===== config.mk =====
export PLATFORM = sky130hd
export DESIGN_NAME = cache_controller
export DESIGN_NICKNAME = d
export VERILOG_FILES = /design/src/rtl/cache_controller.sv
export SDC_FILE = /design/constraint.sdc
export NUM_CORES = 1
export LEC_CHECK = 0
export ABC_AREA = 1
export CAP_MARGIN = 20
export CELL_PAD_IN_SITES_DETAIL_PLACEMENT = 0
export CELL_PAD_IN_SITES_GLOBAL_PLACEMENT = 1
export CORE_AREA = 2 2 148 150
export CTS_CLUSTER_DIAMETER = 80
export DETAILED_ROUTE_END_ITERATION = 8
export DIE_AREA = 0 0 150 152
export PLACE_DENSITY = 0.73
export SYNTH_ARGS = -nofsm -noshare
export SYNTH_HDL_FRONTEND = slang
export SYNTH_SLANG_ARGS = --single-unit

===== constraint.sdc =====
create_clock -name clk -period 3.1 [get_ports clk]
set_clock_uncertainty 0.15 [all_clocks]
set_input_delay 0.62 -clock clk [delete_from_list [all_inputs] [get_ports clk]]
set_output_delay 0.62 -clock clk [all_outputs]
set_load 0.05 [all_outputs]

===== src/rtl/cache_controller.sv =====
// Cache controller: sequences CPU loads/stores against an external cache store
// and a backing SRAM. Only the FSM state is registered; outputs are combinational.
module cache_controller #(
  parameter int TAG_W   = 10,
  parameter int INDEX_W = 6
) (
  input  logic               clk,
  input  logic               rst,
  input  logic [31:0]        address,
  input  logic [31:0]        wdata,
  input  logic               MEM_R_EN,
  input  logic               MEM_W_EN,
  output logic [31:0]        rdata,
  output logic               ready,
  output logic [31:0]        sram_address,
  output logic [31:0]        sram_wdata,
  output logic               sram_read,
  output logic               sram_write,
  input  logic [63:0]        sram_rdata,
  input  logic               sram_ready,
  output logic               cache_r_en,
  output logic               cache_w_en,
  output logic [TAG_W-1:0]   cache_tag,
  output logic [INDEX_W-1:0] cache_index,
  output logic [63:0]        cache_data,
  input  logic [63:0]        cache_data_in,
  input  logic               cache_hit
);

  typedef enum logic [1:0] {IDLE, READ_WAIT, WRITE_WAIT} state_t;
  state_t state;

  logic word_sel;

  assign word_sel    = address[2];
  assign cache_index = address[3 +: INDEX_W];
  assign cache_tag   = address[3+INDEX_W +: TAG_W];
  assign cache_data  = sram_rdata;
  assign sram_wdata  = wdata;

  always_ff @(posedge clk or posedge rst) begin
    if (rst) begin
      state <= IDLE;
    end else begin
      case (state)
        IDLE: begin
          if (MEM_W_EN)
            state <= WRITE_WAIT;
          else if (MEM_R_EN && !cache_hit)
            state <= READ_WAIT;
        end
        READ_WAIT, WRITE_WAIT: begin
          if (sram_ready) state <= IDLE;
        end
        default: state <= IDLE;
      endcase
    end
  end

  always_comb begin
    ready        = 1'b0;
    rdata        = '0;
    sram_read    = 1'b0;
    sram_write   = 1'b0;
    cache_r_en   = 1'b0;
    cache_w_en   = 1'b0;
    sram_address = {address[31:3], 3'b000};
    case (state)
      IDLE: begin
        // Stores win over loads; sram_ready is deliberately ignored here.
        if (MEM_W_EN) begin
          cache_w_en   = 1'b1;
          sram_write   = 1'b1;
          sram_address = address;
        end else if (MEM_R_EN) begin
          if (cache_hit) begin
            ready = 1'b1;
            rdata = word_sel ? cache_data_in[63:32] : cache_data_in[31:0];
          end else begin
            sram_read = 1'b1;
          end
        end else begin
          ready = 1'b1;
        end
      end
      READ_WAIT: begin
        sram_read = 1'b1;
        if (sram_ready) begin
          cache_r_en = 1'b1;
          ready      = 1'b1;
          rdata      = word_sel ? sram_rdata[63:32] : sram_rdata[31:0];
        end
      end
      WRITE_WAIT: begin
        sram_write   = 1'b1;
        sram_address = address;
        if (sram_ready) ready = 1'b1;
      end
      default: ;
    endcase
  end

endmodule


; ---- Yosys cells after proc, flatten, opt, wreduce, memory -nomap -nowiden
; Index checks and enable logic that the tools add are counted.
[word_totals]
register_bits = 2
in_bits = 198
elab_cells = 36
[op_classes]
n_mux = 26
n_reduce_logical = 5
n_eq_ne = 4
[op_table]
columns = cell, count
row1 = 32-bit 2-to-1 mux, 6
row2 = 32-bit one-hot mux with 2 select lines, 1
row3 = 1-bit 2-to-1 mux, 10
row4 = 2-bit 2-to-1 mux, 3
row5 = 1-bit one-hot mux with 2 select lines, 3
row6 = 3-bit one-hot mux with 2 select lines, 1
row7 = 2-bit one-hot mux with 2 select lines, 1
row8 = 3-bit 2-to-1 mux, 1
row9 = "3-bit inequality test, second input constant", 1
row10 = "2-bit by 1-bit == test with 1-bit output, second input constant", 1
row11 = "2-bit == test, second input constant", 1
row12 = 2-bit logical NOT, 1
row13 = "2-bit by 1-bit inequality test with 1-bit output, second input constant", 1
row14 = 2-bit AND reduction, 1
row15 = 2-bit OR reduction, 1
row16 = 1-bit logical AND, 1
row17 = 1-bit logical NOT, 1

; ---- Logic depth before layout (Yosys ltp)
[logic_depth]
ltp_word = 5
ltp_mapped = 8
ltp_nobuf = 8

; ---- Worst setup path after synthesis
; No wires, ideal clock.
[synth_path]
path_type = reg-to-output
from = register state[0]
to = output sram_address[0]
arrival_ns = 1.840
path_buffers = 0
path_stages_with_launch = 7
setup_slack_ns = 0.490
required_ns = 2.330
cell_sequence = dfrtp_1 > inv_1 > ha_1 > nand2_1 > inv_1 > nor2_1 > nor2_1
[synth_between]
elab_chain_cells = 2
elab_cells_between_ends = 3
[synth_rtl]
columns = element, line
row1 = start: declaration, 31  ; state_t state;
row2 = start signal: assignment, 43  ; state <= IDLE;
row3 = start signal: assignment, 48  ; state <= WRITE_WAIT;
row4 = start signal: assignment, 50  ; state <= READ_WAIT;
row5 = 2-bit == test / 2-bit logical NOT (equally long branches), 68  ; case (state)
row6 = 3-bit one-hot mux with 2 select lines *, 68
row7 = end: declaration, 15  ; output logic [31:0] sram_address,
; Every way passes the cells marked *; elsewhere a longest branch is shown, timed or not.

; ---- Worst setup path in the final report
[layout_path]
from = input sram_ready
to = output rdata[4]
[layout_between]
elab_chain_cells = 2
[layout_rtl]
columns = element, line
row1 = start: declaration, 20  ; input logic sram_ready,
row2 = 32-bit 2-to-1 mux, 88  ; if (sram_ready) begin
row3 = 32-bit one-hot mux with 2 select lines, 68
row4 = end: declaration, 13  ; output logic [31:0] rdata,
; No other way between the ends.

==> impl_metrics.py <==
metrics = {
    "run_status": {
        "status": "finished, final reports clean",
    },
    "clocking": {
        "postCtsSetupBuffers": 0,
        "numCtsBuffers": 3,
        "clockBufferDepth": 2,
        "clkTransAtPathRegs_ns": 0.03,
        "cts_root_buf": "clkbuf_16",
        "clock-sinks": 2,
        "cts_tree": "done",
        "ctsHoldBuffers": 0,
        "clk_latency_ns": 0.22,
        "cts_resized": 0,
        "htree_num_levels": 1,
    },
    "global_route": {
        "grt.total_usage": 0.0803,
        "grt_pass1_wl_um": 14700,
        "grt_pass1_vias": 2737,
        "antenna_found_initial": 0,
        "grt_max_degree": 65,
        "overflow": 0,
    },
    "synth": {
        "synth_cell_type_count": 16,
        "syn_nets": 660,
        "ys_top_cells_by_area": "buf_4, nand2_1, nor2_1, o21ai_0, buf_6",
        "synthXorXnorAreaFrac": 0,
        "synth-compound-area-share": 0.0702,
        "synth_simple_gate_area_share": 0.378,
        "synth_top_area_cell": "buf_4",
        "yosys_register_bits": 2,
        "syn_area_per_cell_um2": 5.37,
        "netlist_area_um2": 2460,
        "synthAdderAreaFrac": 0.0203,
        "synth_top_area_share": 0.442,
        "ys_warn_count": 0,
        "synth_top_family_by_area": "buffers and inverters",
        "synthMuxAreaShare": 0,
        "ys_seq_area_frac": 0.0203,
        "syn_inst": 458,
    },
    "routing": {
        "viasPerCell": 3.42,
        "first_pass_iters": 4,
        "highest_layer": "met4",
        "vias": 2826,
        "drt-met1-wl_um": 3580,
        "ant_nets": 0,
        "drc_errors": 0,
        "drt-initial-drc-count": 71,
        "dr_wl_met2_um": 4830,
        "finalWirelength_um": 9900,
        "wire_per_inst_um": 12.0,
        "met3_length_um": 1110,
    },
    "timing": {
        "relSlewSlack": 0.654,
        "setup_slack_ns": 0.325,
        "hold_viol_final": 0,
        "final-max-slew-violation-count": 0,
        "max_slew.worst_pin.slew_ns": 0.518,
        "rsz0062_at_grt": "false",
        "fmax_mhz": 360,
        "period_share": 0.895,
        "setup_tns_ns": 0,
        "min_period_ns": 2.77,
        "setup_viol": 0,
    },
    "hold_path": {
        "hold_path_startpoint": "state[1]",
        "min_path_type": "flop to flop",
    },
    "cells_and_area": {
        "fillers": 2426,
        "largest_reg_flops": 2,
        "antenna_cells": 0,
        "syn2layout_area_growth_pct": 84.8,
        "drive_gt1_frac": 0.112,
        "fin_cells": 826,
        "reg_top3": "state x2",
        "final_nets": 750,
        "top_register": "state",
        "final_common_cell": "clkdlybuf4s50_1",
        "final_cell_mix": "clkdlybuf4s50_1, nand2_1, nor2_1",
    },
    "worst_setup_path": {
        "start_kind": "input port",
        "worstSetupPathType": "input port to output port",
        "cp-end-kind": "output port",
        "cp.arrival_ns": 2.00,
        "crit_fanout": 17,
        "r2r_start": "state[0]",
        "worstSetupStartpoint": "sram_ready",
        "critPathRequiredTime_ns": 2.33,
    },
    "die": {
        "start_util": 0.115,
        "std_cell_rows": 54,
        "die-area_um2": 22800,
        "io_pins": 379,
        "die-width_um": 150,
        "core-area_um2": 21400,
        "chipHeight_um": 152,
    },
    "place": {
        "place_ws_ns": 0.311,
        "dp_hpwl_um": 8290,
        "place.gp.congestion": 0.714,
        "dp.cells": 823,
        "portBuffers": 240,
    },
    "pwr": {
        "ir_worst_vdd_uv": 326,
        "power_per_cell_area_nw_per_um2": 341,
        "leakage_nw": 2.07,
    },
    "flow_run": {
        "drv_cap": 0,
    },
}
## per-stage QoR
step | hold WS (ns) | cell area [um2] | util | power [mW]
2_1_floorplan | 0.211 | 2460 | - | 1.03
3_3_place_gp | 0.389 | 4470 | 0.210 | 1.37
3_5_place_dp | 0.385 | 4470 | 0.210 | 1.37
4_1_cts | 0.391 | 4550 | 0.213 | 1.57
5_1_grt | 0.414 | 4550 | 0.213 | 1.64
6_report | 0.388 | 4550 | 0.213 | 1.55
## cell usage after synthesis
master	number
inv_1	11
ha_1	4
buf_6	7
dfrtp_1	2
a21oi_1	1
buf_4	145
inv_2	2
nand2_1	173
nand3_1	1
a21o_1	1
o21ai_0	28
buf_2	7
nor2_1	69
nor3_4	1
clkbuf_1	2
o21ai_1	4
## layout make-up
| cell class | instances | area, um2 | share of cell area |
|---|---|---|---|
| Multi-Input combinational cell | 282 | 1150 | 0.253 |
| Tap cell | 280 | 350 | 0.0770 |
| Inverter | 13 | 48.8 | 0.0107 |
| Sequential cell | 2 | 50.0 | 0.0110 |
| Clock buffer | 3 | 75.1 | 0.0165 |
| Timing Repair Buffer | 246 | 2870 | 0.631 |
## cells by family after synthesis
logic type / Yosys count
AND/OR/NAND/NOR: 244
buffers and inverters: 174
AO/OA/AOI/OAI: 34
adder cells (fa/ha/maj): 4
flip-flops: 2
## metal layers
metal	track usage	up-vias
met2	0.146	183
met4	0.0314	0
met1	0.0859	1180
li1	-	1424
met3	0.0240	39
met5	0	-
## critical path: stages
cell	delay, ns
clkdlybuf4s50_1	0.51
nand2_1	0.13
buf_4	0.23
nor2_1	0.11
o21ai_0	0.10
nand2_1	0.15
buf_12	0.15
## where the power goes
part           switching, mW  total (mW)  internal, mW
sequential           0.00958      0.0448        0.0353
combinational          0.734        1.31         0.577
clock                 0.0312       0.195         0.164
## worst paths after layout
check / end / slack, ns / cells past startpoint
max in group asynchronous: state[0] / 2.30 / 2
hold reg to reg: state[1] / 0.39 / 2
hold / removal: state[1] / 0.39 / 2
min in group asynchronous: state[1] / 0.40 / 2
setup / recovery: rdata[4] / 0.33 / 7
setup reg to reg: state[0] / 1.69 / 8
(Power assumes the default switching activity.)
